--- src/rtl/ssa_hw_pkg.sv ---
// Shared definitions for the parallel-copy lowering hardware.
// Holds the register-index width, copy-table depth, the scratch register
// used to break copy cycles, the copy record and the sequencer state enum.
package ssa_hw_pkg;

  localparam int REG_W      = 5;
  localparam int MAX_COPIES = 8;
  localparam int IDX_W      = $clog2(MAX_COPIES);
  localparam int CNT_W      = $clog2(MAX_COPIES + 1);

  // Highest register index is reserved as scratch for cycle breaking.
  localparam logic [REG_W-1:0] TMP_REG = {REG_W{1'b1}};

  typedef struct packed {
    logic [REG_W-1:0] dst;
    logic [REG_W-1:0] src;
  } copy_t;

  typedef enum logic [1:0] {
    LOAD = 2'd0,
    EMIT = 2'd1,
    DONE = 2'd2
  } pcs_state_e;

endpackage

--- src/rtl/pcs_select.sv ---
// Combinational move selection over the copy table.
// Ports:
//   pending      in  per-entry pending bits
//   copies       in  copy table {dst, src}
//   ready_mask   out pending entries whose dst is not read by another pending entry
//   sel_idx      out lowest-index ready entry (0 when none)
//   brk_idx      out lowest-index pending entry, the cycle-break victim
//   rewrite_mask out pending entries whose src equals dst of the break victim
module pcs_select
  import ssa_hw_pkg::*;
(
  input  logic [MAX_COPIES-1:0]  pending,
  input  copy_t [MAX_COPIES-1:0] copies,
  output logic [MAX_COPIES-1:0]  ready_mask,
  output logic [IDX_W-1:0]       sel_idx,
  output logic [IDX_W-1:0]       brk_idx,
  output logic [MAX_COPIES-1:0]  rewrite_mask
);

  // An entry may be written once no other pending copy still needs to read
  // its destination.
  always_comb begin
    ready_mask = '0;
    for (int i = 0; i < MAX_COPIES; i++) begin
      ready_mask[i] = pending[i];
      for (int j = 0; j < MAX_COPIES; j++) begin
        if (j != i && pending[j] && (copies[j].src == copies[i].dst)) begin
          ready_mask[i] = 1'b0;
        end
      end
    end
  end

  // Descending scan so the lowest index wins.
  always_comb begin
    sel_idx = '0;
    brk_idx = '0;
    for (int i = MAX_COPIES - 1; i >= 0; i--) begin
      if (ready_mask[i]) sel_idx = IDX_W'(i);
      if (pending[i])    brk_idx = IDX_W'(i);
    end
  end

  always_comb begin
    rewrite_mask = '0;
    for (int j = 0; j < MAX_COPIES; j++) begin
      rewrite_mask[j] = pending[j] && (copies[j].src == copies[brk_idx].dst);
    end
  end

endmodule

--- src/rtl/parallel_copy_sequencer.sv ---
// Sequentializes one batch of parallel register copies into ordered moves,
// breaking copy cycles through TMP_REG.
// Ports:
//   clk, rst_n          clock, asynchronous active-low reset
//   in_valid/in_ready   copy beat handshake; in_dst, in_src, in_last payload
//   out_valid/out_ready move handshake; out_dst, out_src, out_last payload
//   done                one-cycle pulse once the batch is fully emitted
//   err                 sticky batch error, cleared by the next batch's first beat
//   dbg_state           current FSM state
//
// Handshakes: a transfer happens on a rising edge where valid && ready are both
// high. A producer holding valid keeps its payload stable until the transfer;
// out_* are registered and hold while out_valid && !out_ready.
module parallel_copy_sequencer
  import ssa_hw_pkg::*;
(
  input  logic             clk,
  input  logic             rst_n,
  input  logic             in_valid,
  output logic             in_ready,
  input  logic [REG_W-1:0] in_dst,
  input  logic [REG_W-1:0] in_src,
  input  logic             in_last,
  output logic             out_valid,
  input  logic             out_ready,
  output logic [REG_W-1:0] out_dst,
  output logic [REG_W-1:0] out_src,
  output logic             out_last,
  output logic             done,
  output logic             err,
  output pcs_state_e       dbg_state
);

  pcs_state_e             state, state_d;
  copy_t [MAX_COPIES-1:0] copies;
  logic [MAX_COPIES-1:0]  pending;
  logic [CNT_W-1:0]       count;
  logic                   arm;         // first EMIT cycle, lets the table settle
  logic                   first_beat;  // next handshake opens a new batch

  logic [MAX_COPIES-1:0]  ready_mask, rewrite_mask, dst_hit, rest_mask;
  logic [IDX_W-1:0]       sel_idx, brk_idx;
  logic                   any_ready, any_pending;
  logic                   hs_in, slot_free, beat_tmp, beat_self, beat_dup;
  logic                   beat_wr, beat_err, overflow;
  logic                   do_emit, do_ready, do_break;

  pcs_select u_select (
    .pending      (pending),
    .copies       (copies),
    .ready_mask   (ready_mask),
    .sel_idx      (sel_idx),
    .brk_idx      (brk_idx),
    .rewrite_mask (rewrite_mask)
  );

  assign dbg_state   = state;
  assign any_ready   = |ready_mask;
  assign any_pending = |pending;
  assign rest_mask   = pending & ~(MAX_COPIES'(1) << sel_idx);

  always_comb begin
    dst_hit = '0;
    for (int i = 0; i < MAX_COPIES; i++) begin
      dst_hit[i] = pending[i] && (copies[i].dst == in_dst);
    end
  end

  // Next state and per-cycle control decisions.
  always_comb begin
    state_d   = state;
    hs_in     = in_valid && in_ready && (state == LOAD);
    slot_free = !out_valid || out_ready;
    beat_tmp  = (in_dst == TMP_REG) || (in_src == TMP_REG);
    beat_self = (in_dst == in_src);
    beat_dup  = |dst_hit;
    beat_err  = hs_in && (beat_tmp || (!beat_self && beat_dup));
    beat_wr   = hs_in && !beat_tmp && !beat_self && !beat_dup;
    // Filling the last slot without in_last closes the batch as an error.
    overflow  = beat_wr && !in_last && (count == CNT_W'(MAX_COPIES - 1));
    do_emit   = (state == EMIT) && !arm && slot_free;
    do_ready  = do_emit && any_ready;
    do_break  = do_emit && !any_ready && any_pending;

    case (state)
      LOAD:    if (hs_in && (in_last || overflow)) state_d = EMIT;
      EMIT:    if (do_emit && !any_pending) state_d = DONE;
      DONE:    state_d = LOAD;
      default: state_d = LOAD;
    endcase
  end

  always_ff @(posedge clk or negedge rst_n) begin
    if (!rst_n) state <= LOAD;
    else        state <= state_d;
  end

  always_ff @(posedge clk or negedge rst_n) begin
    if (!rst_n) begin
      copies     <= '0;
      pending    <= '0;
      count      <= '0;
      arm        <= 1'b0;
      first_beat <= 1'b1;
      in_ready   <= 1'b1;
      out_valid  <= 1'b0;
      out_dst    <= '0;
      out_src    <= '0;
      out_last   <= 1'b0;
      done       <= 1'b0;
      err        <= 1'b0;
    end else begin
      in_ready <= (state_d == LOAD);
      done     <= (state_d == DONE);
      arm      <= (state == LOAD) && (state_d == EMIT);

      if (hs_in) first_beat <= 1'b0;
      // Setting wins over the new-batch clear so a bad first beat still flags.
      if (hs_in && first_beat)   err <= 1'b0;
      if (beat_err || overflow)  err <= 1'b1;

      if (beat_wr) begin
        copies[count[IDX_W-1:0]]  <= {in_dst, in_src};
        pending[count[IDX_W-1:0]] <= 1'b1;
        count                     <= count + CNT_W'(1);
      end

      if (do_ready) begin
        out_valid        <= 1'b1;
        out_dst          <= copies[sel_idx].dst;
        out_src          <= copies[sel_idx].src;
        out_last         <= (rest_mask == '0);
        pending[sel_idx] <= 1'b0;
      end else if (do_break) begin
        // Save the victim's destination to scratch and redirect its readers;
        // the victim itself becomes ready on the next selection.
        out_valid <= 1'b1;
        out_dst   <= TMP_REG;
        out_src   <= copies[brk_idx].dst;
        out_last  <= 1'b0;
        for (int j = 0; j < MAX_COPIES; j++) begin
          if (rewrite_mask[j]) copies[j].src <= TMP_REG;
        end
      end else if (do_emit) begin
        out_valid <= 1'b0;
        out_last  <= 1'b0;
      end

      if (state == DONE) begin
        pending    <= '0;
        count      <= '0;
        first_beat <= 1'b1;
      end
    end
  end

endmodule

--- config.mk ---
export PLATFORM = sky130hd
export DESIGN_NAME = parallel_copy_sequencer
export DESIGN_NICKNAME = d
export VERILOG_FILES = /design/src/rtl/ssa_hw_pkg.sv /design/src/rtl/pcs_select.sv /design/src/rtl/parallel_copy_sequencer.sv
export SDC_FILE = /design/constraint.sdc
export NUM_CORES = 1
export LEC_CHECK = 0
export CORE_ASPECT_RATIO = 1.25
export CORE_MARGIN = 2
export CORE_UTILIZATION = 30
export DETAILED_ROUTE_END_ITERATION = 12
export HOLD_SLACK_MARGIN = 0.15
export PLACE_DENSITY_LB_ADDON = 0.3
export RECOVER_POWER = 50
export SLEW_MARGIN = 20
export SYNTH_ARGS = -nofsm -noshare
export SYNTH_HDL_FRONTEND = slang
export SYNTH_SLANG_ARGS = --single-unit
--- constraint.sdc ---
create_clock -name clk -period 3.9 [get_ports clk]
set_input_delay 0.78 -clock clk [delete_from_list [all_inputs] [get_ports clk]]
set_output_delay 0.78 -clock clk [all_outputs]
set_load 0.03 [all_outputs]
==> results.toml, run 1 <==
[outcome]
status = "finished, violations left"
violations = "max-capacitance violations, max-slew violations"

[yosys]
syn-instance-count = 1153
async_flop_share = 1.000
yosysWarnings = 0
yosysUniqueCellTypes = 70
yosysSeqAreaShare = 0.2657
synth_area_per_cell_sq_um = 9.074
synth_edf_count = 0
synth_nets = 1169
synth_flop_cell = "dfrtp_1"
synth_seq_cells = 111
synth_area_sq_um = 10460

[detailed_routing]
met1Wirelength_mm = 16.28
top_layer = "met4"
wl_per_cell_um = 25.69
finalWirelength_mm = 42.85
drc = 0
via_count = 9514
viasPerCell = 5.704
first_pass_iters = 6
antenna_left = 0
route.met2.wl_mm = 19.67
dr.first_iter.drc_count = 876
met3_length_mm = 2.650

[sta]
fmax_mhz = 273.8
min_period_ps = 3653
finalMaxSlewViolations = 52
finalSetupTns_ps = 0
setup_viol = 0
worstMarginPinSlew_ps = 2894
fin_worst_skew_ps = 15.93
fin_crit_sh = 0.9366
relSlewSlack = -0.9291
hold_violations = 0
grt_setup_unrepaired = "false"

[global_routing]
grt_overflow = 0
antenna_found_initial = 0
grt_use_total = 0.2390
grt_max_degree = 61
grt_pass1_wl_mm = 62.95
grt_pass1_vias = 9562

[final_layout]
syn_to_final_growth_pct = 15.64
final_cell_area_sq_um = 12100
multiInputGateArea_sq_um = 6957
drive_gt1_frac = 0.1817
diodes = 0
seq_area_sq_um = 2780
fin_nets = 1211
fillCellCount = 3593

[worst_setup_path]
worst_setup_path_end_kind = "flop"
critPathMostFrequentCell = "and4_4"
cpPeakStageDelay_ps = 800
arrival_ps = 3990
cp_max_fo = 10
cp_slowest_cell = "dfrtp_1"
rrSetupSlack_ps = 250
path_cells = "xor2_1 > nor4_1 > nand3_1 > and4_4 > and4_4 > o41a_1 > nor2_4 > nand4b_1 > a2111oi_0 > a32o_1"
crit_type = "reg2reg"
worst_setup_path_start_kind = "flop"
required_ps = 4240

[die]
num_io_pins = 32
die_height_um = 212.8
die_w_um = 171.0
die-area_sq_um = 36390
coreArea_sq_um = 34420
start_util = 0.3039
num_rows = 76

[placed_design]
dpl-instance-area_sq_um = 11770
io_buffer_count = 31
place.gp.congestion = 1.018
post-dp-hpwl_mm = 32.78

[min_path]
holdCritPathClass = "reg2reg"

[cts]
cts_buffers = 9
cts_tree = "built"
cts-htree-levels = 3
worstSkewPairLatency_ps = 390
clkTransAtPathRegs_ps = 90
cts_root_buffer = "clkbuf_16"
cts_buffer_depth = 2
cts.sinks = 111

[pwr]
p_leak_nw = 5.186
peakVddDrop_v = 0.0003232
p_per_area_nw_per_um2 = 1091

[run]
drv_cap = 1
timing repair:
| action | in CTS | in global routing |
|---|---|---|
| resized for setup | 0 | 1 |
| hold buffers | 0 | 0 |
| buffers inserted | 0 | 0 |
| hold endpoints to repair | 0 | 0 |
| endpoints found under the setup margin | 0 | 6 |
cells in the mapped netlist (all sizes together) (17+ instances only):
cell type,instances,share of area
xor2,244,0.20
xnor2,124,0.10
dfrtp,109,0.26
buf,100,0.051
nor4,70,0.042
nand2,64,0.023
nand3,59,0.028
mux2,41,0.044
mux2i,40,0.043
nor2,31,0.012
clkbuf,30,0.011
inv,26,0.0093
nand4,26,0.016
a21oi,17,0.0085
nor3,17,0.0086
o21ai,17,0.0081
through the flow:
| stage | power, mW | std cells | utilization | hold WS, ps | worst slack (ps) |
|---|---|---|---|---|---|
| 6_report | 13.21 | 1668 | 0.3515 | 464.2 | 247.3 |
| 5_1_grt | 13.92 | 1668 | 0.3515 | 493.4 | 94.74 |
| 4_1_cts | 13.05 | 1668 | 0.3514 | 461.9 | 218.4 |
| 3_5_place_dp | 11.93 | 1652 | 0.3419 | 458.1 | 108.8 |
| 3_3_place_gp | 11.85 | 1652 | 0.3419 | 449.3 | 158.7 |
| 2_1_floorplan | 8.902 | 1153 | - | 439.3 | 701.4 |
worst max-delay path: cells and delay by family, from the launching register on:
| family | cells | cell delay [ps] |
|---|---|---|
| AND/OR/NAND/NOR | 6 | 1330 |
| AO/OA/AOI/OAI | 3 | 1300 |
| flip-flops | 1 | 800 |
| XOR/XNOR | 1 | 150 |
power breakdown:
group	switching, mW	internal, mW	leakage (nW)	total (mW)
logic	4.66	4.01	3.63	8.67
clock network	0.511	0.548	0.161	1.06
registers	1.84	1.64	1.39	3.48
cells in the final DEF (no fill, tap or decap), types with 24 or more instances in the layout:
master           synthesis  final
nor4_1                  69     69
clkdlybuf4s50_1          0     24
mux2i_1                 36     36
nand2_1                 64     64
dfrtp_1                109    109
buf_4                    7    123
inv_1                   25     25
nand3_1                 59     59
mux2_2                  41     41
xor2_1                 244    244
nor2_1                  30     30
nand4_1                 26     26
xnor2_1                124    124
per-layer routing:
metal  vias to the layer above  track usage
li1                       4081            -
met1                      4687       0.2776
met2                       555       0.3877
met3                       191      0.03448
met4                         0       0.2011
met5                         -            0
logic make-up (layout without fill, tap and decap cells):
group | Yosys count | in the layout | share of synthesized area
fa+ha+maj | 1 | 1 | 0.001196
flops | 111 | 111 | 0.2657
buf+inv | 156 | 203 | 0.07139
mux | 91 | 91 | 0.1087
simple gates | 308 | 308 | 0.1608
xor+xnor | 368 | 368 | 0.3081
compound gates | 118 | 118 | 0.08407
final cells by class:
cell class	count	area share
Clock inverter	5	0.006205
Sequential cell	111	0.2298
Multi-Input combinational cell	886	0.5750
Clock buffer	11	0.02089
Timing Repair Buffer	161	0.1117
Tap cell	468	0.04840
Inverter	26	0.008066
path summary, 6_finish.rpt:
kind / start / to / depth (start not counted)
hold reg to reg: first_beat / first_beat / 2
max in group asynchronous: rst_n / copies[35] / 1
setup / recovery: copies[57] / out_last / 10
hold / removal: first_beat / first_beat / 2
setup reg to reg: copies[57] / out_last / 10
min in group asynchronous: rst_n / out_src[0] / 1
flip-flops by register name (all words and copies together) (netlist names), 2 cells and up:
name / flops
out_src: 5
pending: 8
dbg_state: 2
out_dst: 5
count: 4
copies: 80
Power figures use the tool's default switching activity.
==> inputs of run 2 (changes only) <==
--- a/config.mk
+++ b/config.mk
@@ -6,4 +6,6 @@
 export NUM_CORES = 1
 export LEC_CHECK = 0
+export CELL_PAD_IN_SITES_DETAIL_PLACEMENT = 1
+export CELL_PAD_IN_SITES_GLOBAL_PLACEMENT = 2
 export CORE_ASPECT_RATIO = 1.25
 export CORE_MARGIN = 2
==> constraint.sdc (replaced) <==
create_clock -name clk -period 3.9 [get_ports clk]
set_input_delay 0.78 -clock clk [delete_from_list [all_inputs] [get_ports clk]]
set_output_delay 0.78 -clock clk [all_outputs]
set_load 0.05 [all_outputs]
==> results.toml, run 2 (synthesis results as in run 1) <==
[sta]
min_period_ps = 3610
hold-worst-slack_ps = 473.5
finalSetupTns_ps = 0
relSlewSlack = -0.9496
hold_violations = 0
worstMarginPinSlew_ps = 2924
fin_worst_skew_ps = 21.14
setup_viol = 0
grt_setup_unrepaired = "false"
fmax_mhz = 277.0
finalMaxSlewViolations = 52
fin_crit_sh = 0.9257

[min_path]
holdCritPathClass = "reg2reg"
hold_depth = 2

[pwr]
swShare = 0.5374
p_sw_mw = 7.418
p_leak_nw = 5.191
p_int_mw = 6.386
p_clk_frac = 0.079
power_frac_comb = 0.659
pwr-share-seq = 0.262
peakVddDrop_v = 0.0003375
p_per_area_nw_per_um2 = 1139

[worst_setup_path]
rr_worst_depth = 11
required_ps = 4240
worst_setup_path_end_kind = "flop"
cp_max_fo = 10
worst_setup_path_start_kind = "flop"
crit_type = "reg2reg"
arrival_ps = 3950

[cts]
cts.sinks = 111
clkTransAtPathRegs_ps = 90
cts_buffer_depth = 2
cts_tree = "built"
cts_buffers = 9
cts_root_buffer = "clkbuf_16"
cts_resized = 0
cts_hold_buf = 0
cts.repair_timing.setup_buffer_count = 0
cts-htree-levels = 3
worstSkewPairLatency_ps = 400

[detailed_routing]
finalWirelength_mm = 46.26
dr.first_iter.drc_count = 605
viasPerCell = 5.555
wl_per_cell_um = 27.70
via_count = 9277
drc = 0
antenna_left = 0
first_pass_iters = 7

[final_layout]
drive_gt1_frac = 0.1822
largest_register_ffs = 80
fin_nets = 1213
regMostFlops = "copies"
fillCellCount = 4050
seq_area_sq_um = 2780
reg_top3 = "copies: 80 flops, pending: 8 flops"
final_cell_mix = "xor2_1, xnor2_1, buf_4, dfrtp_1, nor4_1"
final_cell_area_sq_um = 12120
multiInputGateArea_sq_um = 6945
final_common_cell = "xor2_1"
syn_to_final_growth_pct = 15.80
diodes = 0

[placed_design]
io_buffer_count = 31
place.gp.congestion = 0.9141
dpl-instance-area_sq_um = 11800
post-dp-hpwl_mm = 35.80

[die]
num_rows = 76
coreArea_sq_um = 34420
die_height_um = 212.8
die-area_sq_um = 36390
die_w_um = 171.0
start_util = 0.3039
num_io_pins = 32

[global_routing]
grt_pass1_vias = 9894
grt_overflow = 0
antenna_found_initial = 0
grt_use_total = 0.2612
grt_pass1_wl_mm = 68.28
grt_max_degree = 52

[run]
drv_cap = 1

[outcome]
status = "finished, violations left"
violations = "max-capacitance violations, max-slew violations"
[run 2: cell types whose count changed in the layout (fill, tap and decap cells not counted), moves of 2 or more]
cell and delta:
buf_4 -2, clkbuf_2 +2, clkbuf_8 -2, inv_6 +2
[run 2: metrics by stage]
stage | cells | util | worst slack (ps) | total power, mW
after floorplan | 1153 | - | 700.6 | 9.019
after global placement | 1654 | 0.3427 | 107.2 | 12.43
after detailed placement | 1654 | 0.3427 | 61.23 | 12.61
after CTS | 1670 | 0.3524 | 319.2 | 13.75
after global routing | 1670 | 0.3520 | 59.96 | 14.61
final | 1670 | 0.3520 | 289.8 | 13.80
[run 2: worst max-delay path, cell delays in order, from the launching register on]
cell and delay, ps:
dfrtp_1 790, xor2_1 140, nor4_1 370, nand3_1 190, and4_1 250, nand4_1 240
nand3_1 210, buf_4 240, nor2_4 240, nand4b_1 130, a2111oi_0 500, a32o_1 240
[run 2: per-layer routing]
| metal | wire length (um) | vias up | track usage |
|---|---|---|---|
| li1 | - | 4089 | - |
| met1 | 18780 | 4742 | 0.3141 |
| met2 | 22400 | 319 | 0.4420 |
| met3 | 1755 | 127 | 0.02873 |
| met4 | 3321 | 0 | 0.1680 |
| met5 | 0 | - | 0 |
[run 2: layout make-up]
cell class / count / area share
clock buffers: 9 / 0.01859
clock inverters: 7 / 0.009088
inverters: 26 / 0.008055
multi-input cells: 886 / 0.5733
flip-flops and latches: 111 / 0.2295
well taps: 468 / 0.04833
repair buffers: 163 / 0.1132
[run 2: worst paths after layout]
check,start,to,slack [ps]
hold / removal,first_beat,first_beat,470
min in group asynchronous,rst_n,copies[68],1340
hold reg to reg,first_beat,first_beat,470
setup reg to reg,copies[53],out_last,290
setup / recovery,copies[53],out_last,290
max in group asynchronous,rst_n,out_dst[3],600
[run 2: power by group through the flow]
stage / Clock [mW] / Combinational [mW] / Sequential (mW)
floorplan: 0 / 6.84 / 2.18
detailed placement: 0 / 9.00 / 3.60
CTS: 1.12 / 9.05 / 3.58
global placement: 0 / 8.84 / 3.59
finish: 1.10 / 9.09 / 3.61
global route: 1.15 / 9.81 / 3.65
